[config.mk]
export PLATFORM = sky130hd
export DESIGN_NAME = line_xfer_sequencer
export DESIGN_NICKNAME = d
export VERILOG_FILES = /design/src/rtl/line_xfer_sequencer.sv
export SDC_FILE = /design/constraint.sdc
export NUM_CORES = 1
export LEC_CHECK = 0
export ABC_CLOCK_PERIOD_IN_PS = 2100
export CAP_MARGIN = 20
export CORE_MARGIN = 2
export CORE_UTILIZATION = 36
export CTS_BUF_LIST = sky130_fd_sc_hd__clkbuf_8
export CTS_CLUSTER_DIAMETER = 30
export CTS_CLUSTER_SIZE = 10
export DETAILED_ROUTE_END_ITERATION = 8
export MAX_ROUTING_LAYER = met4
export PLACE_DENSITY = 0.9
export SLEW_MARGIN = 20
export SYNTH_ARGS = -nofsm -noshare
export SYNTH_HDL_FRONTEND = slang
export SYNTH_SLANG_ARGS = --single-unit
[constraint.sdc]
create_clock -name clk -period 2.1 [get_ports clk]
set_clock_uncertainty 0.2 [all_clocks]
set_input_delay 0.21 -clock clk [delete_from_list [all_inputs] [get_ports clk]]
set_output_delay 0.21 -clock clk [all_outputs]
set_load 0.05 [all_outputs]
[src/rtl/line_xfer_sequencer.sv]
// Line transfer sequencer: turns a cache line writeback and/or fill into four
// gated word accesses to banked memory, returning fill words with a fixed read latency.
module line_xfer_sequencer #(
    parameter int DATA_W = 16,
    parameter int ADDR_W = 16,
    parameter int RD_LAT = 2
) (
    input  logic              clk,
    input  logic              rst,
    input  logic              req_valid,
    input  logic              req_wb,
    input  logic              req_fill,
    input  logic [ADDR_W-4:0] wb_line_addr,
    input  logic [ADDR_W-4:0] fill_line_addr,
    output logic [1:0]        cache_rd_offset,
    input  logic [DATA_W-1:0] cache_rd_data,
    output logic              fill_valid,
    output logic [1:0]        fill_offset,
    output logic [DATA_W-1:0] fill_data,
    output logic              xfer_busy,
    output logic              done,
    output logic              err,
    output logic [ADDR_W-1:0] mem_addr,
    output logic [DATA_W-1:0] mem_data_out,
    output logic              mem_wr,
    output logic              mem_rd,
    input  logic [DATA_W-1:0] mem_data_in,
    input  logic              mem_stall,
    input  logic [3:0]        mem_busy,
    input  logic              mem_err
);

    localparam int LINE_W = ADDR_W - 3;

    typedef enum logic [2:0] {
        ST_IDLE  = 3'd0,
        ST_WB    = 3'd1,
        ST_RD    = 3'd2,
        ST_DRAIN = 3'd3,
        ST_FIN   = 3'd4
    } state_t;

    state_t                  state_r;
    state_t                  state_s;
    logic [1:0]              wcnt_r;
    logic [1:0]              rcnt_r;
    logic [LINE_W-1:0]       wb_line_r;
    logic [LINE_W-1:0]       fill_line_r;
    logic                    do_fill_r;
    logic                    err_r;
    logic [RD_LAT-1:0]       pipe_v_r;
    logic [RD_LAT-1:0][1:0]  pipe_off_r;

    logic [1:0] cur_off_s;
    logic       active_s;
    logic       abort_s;
    logic       issue_ok_s;
    logic       wr_go_s;
    logic       rd_go_s;
    logic       accept_s;
    logic       pend_s;

    // Access gating, abort detection and read-pipeline occupancy
    always_comb begin
        if (state_r == ST_WB) begin
            cur_off_s = wcnt_r;
        end else begin
            cur_off_s = rcnt_r;
        end
        active_s   = (state_r == ST_WB) || (state_r == ST_RD) || (state_r == ST_DRAIN);
        abort_s    = active_s && mem_err;
        issue_ok_s = !mem_stall && !mem_busy[cur_off_s] && !mem_err;
        wr_go_s    = (state_r == ST_WB) && issue_ok_s;
        rd_go_s    = (state_r == ST_RD) && issue_ok_s;
        accept_s   = (state_r == ST_IDLE) && req_valid && (req_wb || req_fill);
        // Only stages behind the tail matter: the tail returns in this cycle.
        pend_s = 1'b0;
        for (int i = 0; i < RD_LAT - 1; i++) begin
            pend_s = pend_s | pipe_v_r[i];
        end
    end

    // Next-state logic
    always_comb begin
        state_s = state_r;
        case (state_r)
            ST_IDLE: begin
                if (accept_s) begin
                    state_s = req_wb ? ST_WB : ST_RD;
                end else begin
                    state_s = ST_IDLE;
                end
            end
            ST_WB: begin
                if (abort_s) begin
                    state_s = ST_FIN;
                end else if (wr_go_s && (wcnt_r == 2'd3)) begin
                    state_s = do_fill_r ? ST_RD : ST_FIN;
                end else begin
                    state_s = ST_WB;
                end
            end
            ST_RD: begin
                if (abort_s) begin
                    state_s = ST_FIN;
                end else if (rd_go_s && (rcnt_r == 2'd3)) begin
                    state_s = ST_DRAIN;
                end else begin
                    state_s = ST_RD;
                end
            end
            ST_DRAIN: begin
                if (abort_s || !pend_s) begin
                    state_s = ST_FIN;
                end else begin
                    state_s = ST_DRAIN;
                end
            end
            ST_FIN:  state_s = ST_IDLE;
            default: state_s = ST_IDLE;
        endcase
    end

    // State register
    always_ff @(posedge clk) begin
        if (rst) begin
            state_r <= ST_IDLE;
        end else begin
            state_r <= state_s;
        end
    end

    // Per-transfer context: line addresses, fill flag, word counters, abort flag
    always_ff @(posedge clk) begin
        if (rst) begin
            wb_line_r   <= '0;
            fill_line_r <= '0;
            do_fill_r   <= 1'b0;
            err_r       <= 1'b0;
            wcnt_r      <= 2'd0;
            rcnt_r      <= 2'd0;
        end else if (accept_s) begin
            wb_line_r   <= wb_line_addr;
            fill_line_r <= fill_line_addr;
            do_fill_r   <= req_fill;
            err_r       <= 1'b0;
            wcnt_r      <= 2'd0;
            rcnt_r      <= 2'd0;
        end else begin
            if (wr_go_s) wcnt_r <= wcnt_r + 2'd1;
            if (rd_go_s) rcnt_r <= rcnt_r + 2'd1;
            if (abort_s) err_r  <= 1'b1;
        end
    end

    // Read-return shift pipeline, flushed on reset or abort
    always_ff @(posedge clk) begin
        if (rst || abort_s) begin
            pipe_v_r   <= '0;
            pipe_off_r <= '0;
        end else begin
            pipe_v_r[0]   <= rd_go_s;
            pipe_off_r[0] <= rcnt_r;
            for (int i = 1; i < RD_LAT; i++) begin
                pipe_v_r[i]   <= pipe_v_r[i-1];
                pipe_off_r[i] <= pipe_off_r[i-1];
            end
        end
    end

    // Output decode; memory strobes follow the same-cycle gating inputs
    always_comb begin
        mem_wr       = wr_go_s;
        mem_rd       = rd_go_s;
        mem_addr     = '0;
        mem_data_out = '0;
        if (wr_go_s) begin
            mem_addr     = {wb_line_r, wcnt_r, 1'b0};
            mem_data_out = cache_rd_data;
        end else if (rd_go_s) begin
            mem_addr     = {fill_line_r, rcnt_r, 1'b0};
        end else begin
            mem_addr     = '0;
        end
        if (state_r == ST_WB) begin
            cache_rd_offset = wcnt_r;
        end else begin
            cache_rd_offset = 2'd0;
        end
        fill_valid = pipe_v_r[RD_LAT-1] && !abort_s;
        if (fill_valid) begin
            fill_offset = pipe_off_r[RD_LAT-1];
            fill_data   = mem_data_in;
        end else begin
            fill_offset = 2'd0;
            fill_data   = '0;
        end
        xfer_busy = (state_r != ST_IDLE);
        done      = (state_r == ST_FIN);
        err       = (state_r == ST_FIN) && err_r;
    end

endmodule

==> reports/results.txt <==
Status: finished, violations left
Failing checks: negative setup slack
RSZ-0062 raised after global routing: true
Overall power: 1800 µW
First-pass GRT wire length: 15.0 mm
Initial drt markers: 308
Netlist cell types: 44
Initial antenna violation count: 0
Die ar.: 6780 µm²
Ys async rst share: 0
Nets@finish: 522
Cell area after synthesis: 2210 µm²
Post-DR wirelength/cell: 19.6 µm
Final Cycle Share: 1.33
Clock power frac: 0.281
Die height: 82.3 µm
Hold WC Path Type: primary input to register
Switching portion of total power: 0.283
Post-DP HPWL: 6.39 mm
Yosys warnings: 0
Critical Path, Cell by Cell: nor3b_4 -> mux2i_2 -> nand4b_1 -> a21oi_4 -> buf_12 -> nor2b_4 -> buf_12
Flop pwr share: 0.467
Root Driver: clkbuf_8
Power density cells: 368 nW/µm²
Overall via count from detail_route: 2900
Die width: 82.3 µm
Clk sinks: 41
I/O pin count: 127
Largest net degree at the start of global routing: 27
# fillers: 311
Grt total ovfl: 0
Synth Register Bits: 41
Total CTS buffers: 5
1st-pass router iterations: 5
# hold bufs at CTS: 0
WHS: 256 ps
Routed WL: 10.3 mm
Slew Viols, Final: 0
Combinational share of power: 0.252
Crit start category: register
EDFF count, synth: 0
Starting density of the core: 0.373
Most common cell after layout, fill and taps aside: clkdlybuf4s50_1
Worst-path clk slew: 80 ps
Buf+Inv Stages, Crit Path: 2
GRT Total Usage: 0.306
Most used cell, CP: buf_12
Syn_area_per_cell: 7.73 µm²
Syn_nets: 357
Prevailing post-synth register cell: dfxtp_1
Max Clk Rate: 357 MHz
Area occupied by multi-input gates: 1540 µm²
Vias/cell: 5.50
Fraction of layout cells with a size suffix above 1: 0.405
Mapped Cells: 286
Crit end category: primary output
Delay-heaviest family, CP: simple AND/OR/NAND/NOR gates
Worst setup margin: -699 ps
Core Region: 5920 µm²
Drt drc: 0
LEAKAGE: 0.00193 µW
Area grow syn2layout: 121%
H-tree levels: 2
Number of global-route vias before repair: 2913
CTS tree: yes
Worst path max stage delay: 370 ps
Least-Margin Pin Slew: 573 ps
Final antenna-violating net count: 0
Req. time, crit path: 1690 ps
Fin crit period: 2800 ps
Final hold vios: 0
Skew-Pair Late Insertion Delay: 290 ps
Sequential fraction of the synthesis area: 0.371
Clk buf depth: 2
Endpoints failing setup: 61
Row cnt: 28
Most frequent cells in the layout: clkdlybuf4s50_1 (68), nand2_1 (65), buf_12 (58)
GPL Wtd Cong: 1.00
Worst Path Arrival: 2390 ps
Buffers on Ports: 125
Power Internal: 1290 µW
Max-cap viol count: 0
Slowest CP cell: mux2i_2
Sequential cell area: 827 µm²
WS Path Type: register to primary output
Sw Pwr: 508 µW
N_diodes: 0
Slew Limit Headroom: 0.616
Maximum fanout along the worst path: 13
Maximum VDD drop: 0.575 mV
worst reg2reg max path, stage by stage (launching register included):
cell     delay [ps]
dfxtp_2         360
nor3b_4         340
mux2i_2         160
buf_4           170
a211o_1         310
buf_6           160
a21oi_4         170
buf_4           130
buf_4           110
mux2i_1         260
what timing repair did:
action / CTS / global route
setup buffers: 14 / 2
gates resized for setup: 30 / 3
setup endpoints to repair: 61 / 61
gates cloned: 2 / 0
hold endpoints to repair: 0 / 0
pin swaps: 8 / 3
flip-flops by register name, summed over array words and instances, names as in the netlist:
name         cells
wcnt_r           2
fill_line_r     13
pipe_off_r       4
wb_line_r       13
err_r            1
state_r          3
rcnt_r           2
do_fill_r        1
pipe_v_r         2
final timing paths:
path                                 end                        start  slack, ps  cells after the start
max                         mem_addr[13]        state_r[2]$_SDFF_PP0_       -700                      7
min          fill_line_r[0]$_SDFFE_PP0P_            fill_line_addr[0]        260                      3
max reg2reg       rcnt_r[0]$_SDFFE_PP0N_        state_r[2]$_SDFF_PP0_       -380                      9
min reg2reg  fill_line_r[0]$_SDFFE_PP0P_  fill_line_r[0]$_SDFFE_PP0P_        260                      2
cell type report:
| cell class | count | share of cell area |
|---|---|---|
| Clock buffer | 5 | 0.0141 |
| Clock inverter | 3 | 0.00359 |
| Inverter | 5 | 0.00385 |
| Multi-Input combinational cell | 219 | 0.315 |
| Sequential cell | 41 | 0.170 |
| Tap cell | 75 | 0.0193 |
| Timing Repair Buffer | 179 | 0.474 |
cells in the mapped netlist (2+ instances only):
| master | count | area share |
|---|---|---|
| nand2_1 | 65 | 0.11 |
| dfxtp_1 | 41 | 0.37 |
| and2_1 | 40 | 0.11 |
| a21oi_1 | 32 | 0.072 |
| nor2b_1 | 16 | 0.045 |
| a22oi_1 | 13 | 0.044 |
| clkbuf_1 | 11 | 0.019 |
| nor2_1 | 6 | 0.010 |
| buf_2 | 5 | 0.011 |
| inv_1 | 5 | 0.0085 |
| mux2i_1 | 5 | 0.023 |
| nand3_1 | 4 | 0.0091 |
| nor3_1 | 4 | 0.0091 |
| a211o_1 | 3 | 0.012 |
| a31oi_1 | 2 | 0.0057 |
| a41o_1 | 2 | 0.0091 |
| buf_4 | 2 | 0.0068 |
| ha_1 | 2 | 0.011 |
| o21a_1 | 2 | 0.0068 |
| o32a_1 | 2 | 0.0091 |
per-stage QoR:
stage | setup slack (ps) | utilization | cell area, µm² | TNS, ps | std cells
2_1_floorplan | -421 | - | 2430 | -11190 | 286
3_3_place_gp | -294 | 0.759 | 4500 | -11680 | 503
3_5_place_dp | -409 | 0.759 | 4500 | -19480 | 503
4_1_cts | -579 | 0.818 | 4850 | -20110 | 525
5_1_grt | -790 | 0.823 | 4870 | -28960 | 527
6_report | -699 | 0.823 | 4870 | -25600 | 527
layer usage:
metal / vias to the layer above / GRT usage / wire length, µm / share of wire
li1: 1297 / - / - / -
met1: 1333 / 0.328 / 3750 / 0.36
met2: 210 / 0.527 / 5120 / 0.50
met3: 60 / 0.0641 / 908 / 0.088
met4: 0 / 0.163 / 535 / 0.052
met5: - / - / 0 / 0
power groups by stage:
stage,clock network (µW),logic [µW],registers (µW)
6_report,505,452,839
5_1_grt,544,479,843
4_1_cts,505,427,837
3_5_place_dp,0,403,856
3_3_place_gp,0,389,853
2_1_floorplan,0,184,848
kinds of logic after synthesis:
logic type      count (synthesis)  synth area share
mux                             5            0.0227
other cells                     1           0.00170
compound gates                 64             0.193
flops                          41             0.371
buf+inv                        26            0.0544
fa+ha+maj                       2            0.0113
simple gates                  147             0.345
Power figures use the tool's default switching activity.
